<file path="src/rtl/ring_output_scheduler.sv">
// ring_output_scheduler
// Per-output-port scheduler for the ring router. Each cycle it picks the
// oldest eligible packet from the transit (high) or local (low) slot array
// and launches it on the registered link output. A starvation counter forces
// a local grant after STARVE_LIMIT consecutive transit grants while local waits.
//
// Ports:
//   clk, rst_n      clock, asynchronous active-low reset
//   clk_counter     global cycle counter, used to compute packet age
//   backpressure    1 = downstream cannot accept this cycle
//   buf_high/low    flattened slot arrays, slot i at [i*PACKET_SIZE +: PACKET_SIZE]
//   route_high/low  2-bit route code per slot
//   out_packet      registered link output, all-zero when idle
//   grant_valid     registered one-cycle pulse per launched packet
//   grant_pos       slot index of the launched packet
//   grant_high      1 = launched slot is in buf_high
//   starve_cnt      current starvation count
module ring_output_scheduler #(
    parameter int unsigned PACKET_SIZE  = 49,
    parameter int unsigned BUFFER_SIZE  = 4,
    parameter int unsigned PTR_LEN      = $clog2(BUFFER_SIZE),
    parameter logic [1:0]  OUT_PORT     = 2'b01,
    parameter int unsigned STARVE_LIMIT = 4,
    localparam int unsigned SC_W        = (STARVE_LIMIT == 0) ? 1 : $clog2(STARVE_LIMIT + 1)
) (
    input  logic                               clk,
    input  logic                               rst_n,
    input  logic [15:0]                        clk_counter,
    input  logic                               backpressure,
    input  logic [BUFFER_SIZE*PACKET_SIZE-1:0] buf_high,
    input  logic [BUFFER_SIZE*2-1:0]           route_high,
    input  logic [BUFFER_SIZE*PACKET_SIZE-1:0] buf_low,
    input  logic [BUFFER_SIZE*2-1:0]           route_low,
    output logic [PACKET_SIZE-1:0]             out_packet,
    output logic                               grant_valid,
    output logic [PTR_LEN-1:0]                 grant_pos,
    output logic                               grant_high,
    output logic [SC_W-1:0]                    starve_cnt
);

    localparam int unsigned BUS_W     = BUFFER_SIZE * PACKET_SIZE;
    localparam int unsigned ROUTE_W   = BUFFER_SIZE * 2;
    localparam int unsigned VALID_BIT = PACKET_SIZE - 1;
    localparam int unsigned TS_LSB    = PACKET_SIZE - 17;
    localparam logic [SC_W-1:0] LIMIT = SC_W'(STARVE_LIMIT);

    // Oldest eligible slot of one buffer: returns {found, index}.
    // Strict '>' keeps the lowest index on equal ages.
    function automatic logic [PTR_LEN:0] oldest_slot(
        input logic [BUS_W-1:0]   slots,
        input logic [ROUTE_W-1:0] routes,
        input logic [15:0]        now,
        input logic               mask_en,
        input logic [PTR_LEN-1:0] mask_pos
    );
        logic               found;
        logic [PTR_LEN-1:0] idx;
        logic [15:0]        best_age;
        logic [15:0]        age;
        logic               elig;
        found    = 1'b0;
        idx      = '0;
        best_age = '0;
        for (int i = 0; i < int'(BUFFER_SIZE); i++) begin
            age  = now - slots[i*PACKET_SIZE + TS_LSB +: 16];
            elig = slots[i*PACKET_SIZE + VALID_BIT]
                && (routes[i*2 +: 2] == OUT_PORT)
                && !(mask_en && (mask_pos == PTR_LEN'(i)));
            if (elig && (!found || (age > best_age))) begin
                found    = 1'b1;
                idx      = PTR_LEN'(i);
                best_age = age;
            end
        end
        return {found, idx};
    endfunction

    logic [PTR_LEN:0]     h_win_c;
    logic [PTR_LEN:0]     l_win_c;
    logic                 h_ok_c;
    logic                 l_ok_c;
    logic [PTR_LEN-1:0]   h_idx_c;
    logic [PTR_LEN-1:0]   l_idx_c;
    logic                 pick_high_c;
    logic                 pick_low_c;
    logic [PACKET_SIZE-1:0] sel_pkt_c;
    logic [SC_W-1:0]      cnt_nxt_c;

    // Per-buffer winners; the slot granted last cycle is masked until cleared.
    always_comb begin
        h_win_c = oldest_slot(buf_high, route_high, clk_counter,
                              grant_valid && grant_high, grant_pos);
        l_win_c = oldest_slot(buf_low, route_low, clk_counter,
                              grant_valid && !grant_high, grant_pos);
        h_ok_c  = h_win_c[PTR_LEN];
        l_ok_c  = l_win_c[PTR_LEN];
        h_idx_c = h_win_c[PTR_LEN-1:0];
        l_idx_c = l_win_c[PTR_LEN-1:0];
    end

    // Pick rule, selected packet and next starvation count.
    always_comb begin
        pick_high_c = 1'b0;
        pick_low_c  = 1'b0;
        sel_pkt_c   = '0;
        cnt_nxt_c   = starve_cnt;

        if (h_ok_c && (!l_ok_c || (STARVE_LIMIT == 0) || (starve_cnt < LIMIT))) begin
            pick_high_c = 1'b1;
        end else if (l_ok_c) begin
            pick_low_c = 1'b1;
        end

        if (pick_high_c) begin
            sel_pkt_c = buf_high[32'(h_idx_c)*PACKET_SIZE +: PACKET_SIZE];
        end else if (pick_low_c) begin
            sel_pkt_c = buf_low[32'(l_idx_c)*PACKET_SIZE +: PACKET_SIZE];
        end

        // Count only transit grants that bypassed a waiting local packet.
        if (!backpressure) begin
            if (pick_high_c && l_ok_c) begin
                cnt_nxt_c = (starve_cnt < LIMIT) ? (starve_cnt + SC_W'(1)) : starve_cnt;
            end else begin
                cnt_nxt_c = '0;
            end
        end
    end

    // Registered link output and grant.
    always_ff @(posedge clk or negedge rst_n) begin
        if (!rst_n) begin
            out_packet  <= '0;
            grant_valid <= 1'b0;
            grant_pos   <= '0;
            grant_high  <= 1'b0;
            starve_cnt  <= '0;
        end else begin
            starve_cnt <= cnt_nxt_c;
            if (!backpressure && (pick_high_c || pick_low_c)) begin
                out_packet  <= sel_pkt_c;
                grant_valid <= 1'b1;
                grant_pos   <= pick_high_c ? h_idx_c : l_idx_c;
                grant_high  <= pick_high_c;
            end else begin
                out_packet  <= '0;
                grant_valid <= 1'b0;
                grant_pos   <= '0;
                grant_high  <= 1'b0;
            end
        end
    end

endmodule

</file>
<file path="config.mk">
export PLATFORM = sky130hd
export DESIGN_NAME = ring_output_scheduler
export DESIGN_NICKNAME = d
export VERILOG_FILES = /design/src/rtl/ring_output_scheduler.sv
export SDC_FILE = /design/constraint.sdc
export NUM_CORES = 1
export LEC_CHECK = 0
export ABC_AREA = 1
export BUFFER_PORTS_ARGS = -buffer_cell sky130_fd_sc_hd__buf_2
export CORE_AREA = 4 4 186 188
export CTS_BUF_LIST = sky130_fd_sc_hd__clkbuf_8
export CTS_CLUSTER_SIZE = 14
export DETAILED_ROUTE_END_ITERATION = 8
export DIE_AREA = 0 0 190 192
export PLACE_DENSITY = 0.86
export SYNTH_ARGS = -nofsm -noshare
export SYNTH_HDL_FRONTEND = slang
export SYNTH_SLANG_ARGS = --single-unit
export TNS_END_PERCENT = 1
</file>
<file path="constraint.sdc">
create_clock -name clk -period 7.5 [get_ports clk]
set_clock_uncertainty 0.15 [all_clocks]
set_input_delay 1.125 -clock clk [delete_from_list [all_inputs] [get_ports clk]]
set_output_delay 1.125 -clock clk [all_outputs]
set_load 0.02 [all_outputs]
</file>
==> results.yml <==
detailed_routing:
  wire_per_inst_um: 20.01
  dr.pass1.iters: 7
  final_antenna_net_count: 0
  drt_iter0_drc: 2472
  drc_errors: 0
  viasPerCell: 5.710
  routed_wl_mm: 81.96
  vias: 23390
cells_and_area:
  final_cell_mix: "nand2_1, buf_2, inv_1"
  fin_cells: 4096
  fin_nets: 4296
  area_growth_pct: 53.03
  final_common_cell: "nand2_1"
  drive_gt1_frac: 0.3632
  utilization: 0.7369
  seq_area_um2: 1401
  multi_input_area_um2: 14260
  fill_cells: 2611
  fin_area_um2: 24400
critical_path:
  cp_slowest_cell: "ha_1"
  crit_type: "in2reg"
  worst_setup_path_start_kind: "input pin"
  crit_required_ns: 7.55
  end_kind: "flip-flop"
  reg2reg_depth: 45
  cp_max_fo: 8
  critPathMaxStageDelay_ns: 0.34
  cpMostUsedCell: "nand2_1"
  critPathArrivalTime_ns: 8.02
floorplan:
  dieArea_um2: 36480
  start_util: 0.4815
  core_area_um2: 33110
  die_width_um: 190
  ios: 483
  rows: 67
  die_h_um: 192
timing:
  period_share: 1.064
  setup_ws_ns: -0.4775
  clock.fmax_ghz: 0.1254
  hold_viol: 0
  drv_slew: 0
  worstMarginPinSlew_ns: 0.8756
  rsz0062_at_grt: "yes"
  min_period_ns: 7.978
  setup_violations: 50
  slew_headroom: 0.4163
  fin_setup_tns_ns: -19.08
power:
  internal_power_w: 0.001398
  power_leakage_nw: 13.94
  p_total_w: 0.002927
  p_per_area_nw_per_um2: 120.0
  combPwrFrac: 0.814
  seq_power_share: 0.120
  p_sw_frac: 0.5223
  clkPwrFrac: 0.066
  power.switching_w: 0.001529
  ir_drop_uv: 81.15
clocking:
  clkTransAtPathRegs_ns: 0.12
  htree_levels: 2
  numCtsBuffers: 5
  cts_tree: "yes"
  clk_latency_ns: 0.35
  clock-sinks: 56
  clockBufferDepth: 2
  cts-root-buf: "clkbuf_8"
  cts_hold_buf: 0
placed_design:
  hpwl_mm: 60.33
  dp_cells: 4020
  io_buffers: 482
  gp_congestion: 1.038
  place_area_um2: 21140
synth:
  yosysTopAreaCell: "nand2_1"
  synth_nets: 3532
  yosysWarnings: 0
  ys_seq_area_frac: 0.08788
  synth_cells: 2880
  synth_cell_types: 45
  yosys-top-cells-area: "nand2_1, ha_1, inv_1"
  synth_top_area_share: 0.2008
  synth_area_um2: 15950
  synth_seq_cells: 56
  postSynthAreaPerCell_um2: 5.537
status:
  status: "finished with violations"
  violations: "negative setup slack"
grt:
  antenna_found_initial: 6
  grt_max_degree: 57
  grt_pass1_wl_mm: 108.2
  grt_pass1_vias: 20450
  overflow: 0
  grt_usage: 0.3744
worst_hold_path:
  worstHoldPathCells: 1
  hold_class: "reg2reg"
run:
  cap_violations: 0
==> registers in the layout, indices dropped and copies added (netlist names) <==
signal       flops
grant_high       1
grant_pos        2
grant_valid      1
out_packet      49
starve_cnt       3
==> cells in the mapped netlist, drive strengths merged <==
cell      n
o21ai   121
inv     493
o21a      5
nand2   857
o221ai    1
nand3b   41
ha      217
nor4      1
a211oi    6
nand3   275
a31oi    14
clkbuf   50
dfrtp    56
nand4    26
nor3     16
o211ai    6
and2      3
o21bai   17
fa        8
nor2b     1
nor2    278
a21boi    8
xor2     70
buf      60
o22ai     1
a21oi   208
o31ai     4
a21o      7
or2      10
xnor2    20
==> worst paths after layout <==
path	from	endpoint	slack, ns
max	clk_counter[10]	out_packet[46]	-0.48
min	starve_cnt[0]	starve_cnt[0]	0.41
max reg2reg	grant_pos[0]	out_packet[46]	0.19
min reg2reg	starve_cnt[0]	starve_cnt[0]	0.41
max in group asynchronous	rst_n	out_packet[36]	5.88
min in group asynchronous	rst_n	out_packet[44]	0.77
==> cell families (layout without fill, tap and decap cells) <==
| logic type | Yosys count | after routing | share of synthesized area |
|---|---|---|---|
| xor+xnor | 90 | 90 | 0.04944 |
| fa+ha+maj | 225 | 225 | 0.1803 |
| simple gates | 1508 | 1509 | 0.3953 |
| buf+inv | 603 | 1367 | 0.1499 |
| other cells | 0 | 3 | 0 |
| compound gates | 398 | 398 | 0.1372 |
| flops | 56 | 56 | 0.08788 |
==> metal layers <==
metal  track usage  share of wire
met1        0.5048           0.37
met2        0.5963           0.44
met3       0.08979           0.13
met4        0.1093          0.054
met5             0        0.00037
==> metrics by stage <==
stage | hold WS [ns] | setup WS [ns]
finish | 0.4067 | -0.4775
global route | 0.4208 | -0.5969
CTS | 0.3807 | -0.02326
detailed placement | 0.3632 | -0.8915
global placement | 0.3419 | -0.7429
floorplan | 0.4518 | 0.01611
==> power groups by stage <==
stage / clock, W / sequential, W / combinational (W)
after floorplan: 0 / 0.000374 / 0.00107
after global placement: 0 / 0.000355 / 0.00182
after detailed placement: 0 / 0.000354 / 0.00185
after CTS: 0.000192 / 0.000348 / 0.00195
after global routing: 0.000201 / 0.000352 / 0.00256
final: 0.000194 / 0.000352 / 0.00238
==> final cells by class <==
| cell class | count | share of cell area |
|---|---|---|
| Multi-Input combinational cell | 2222 | 0.5844 |
| Clock buffer | 5 | 0.002820 |
| Tap cell | 448 | 0.02297 |
| Inverter | 493 | 0.07656 |
| Sequential cell | 56 | 0.05743 |
| Antenna cell | 3 | 0.0003077 |
| Timing Repair Buffer | 866 | 0.2547 |
| Clock inverter | 3 | 0.0008204 |
==> repair_timing <==
item	CTS	global route
endpoints found under the hold margin	0	0
buffers inserted	16	30
pin swaps	51	252
gates cloned	8	15
resized for setup	136	483
endpoints found under the setup margin	49	50
==> worst max-delay path: cells and delay by family <==
family	cells	cell delay [ns]
simple gates	33	3.72
buf+inv	9	1.32
fa+ha+maj	4	1.13
compound gates	5	0.67
No activity file was read; power rests on OpenSTA's default activity.
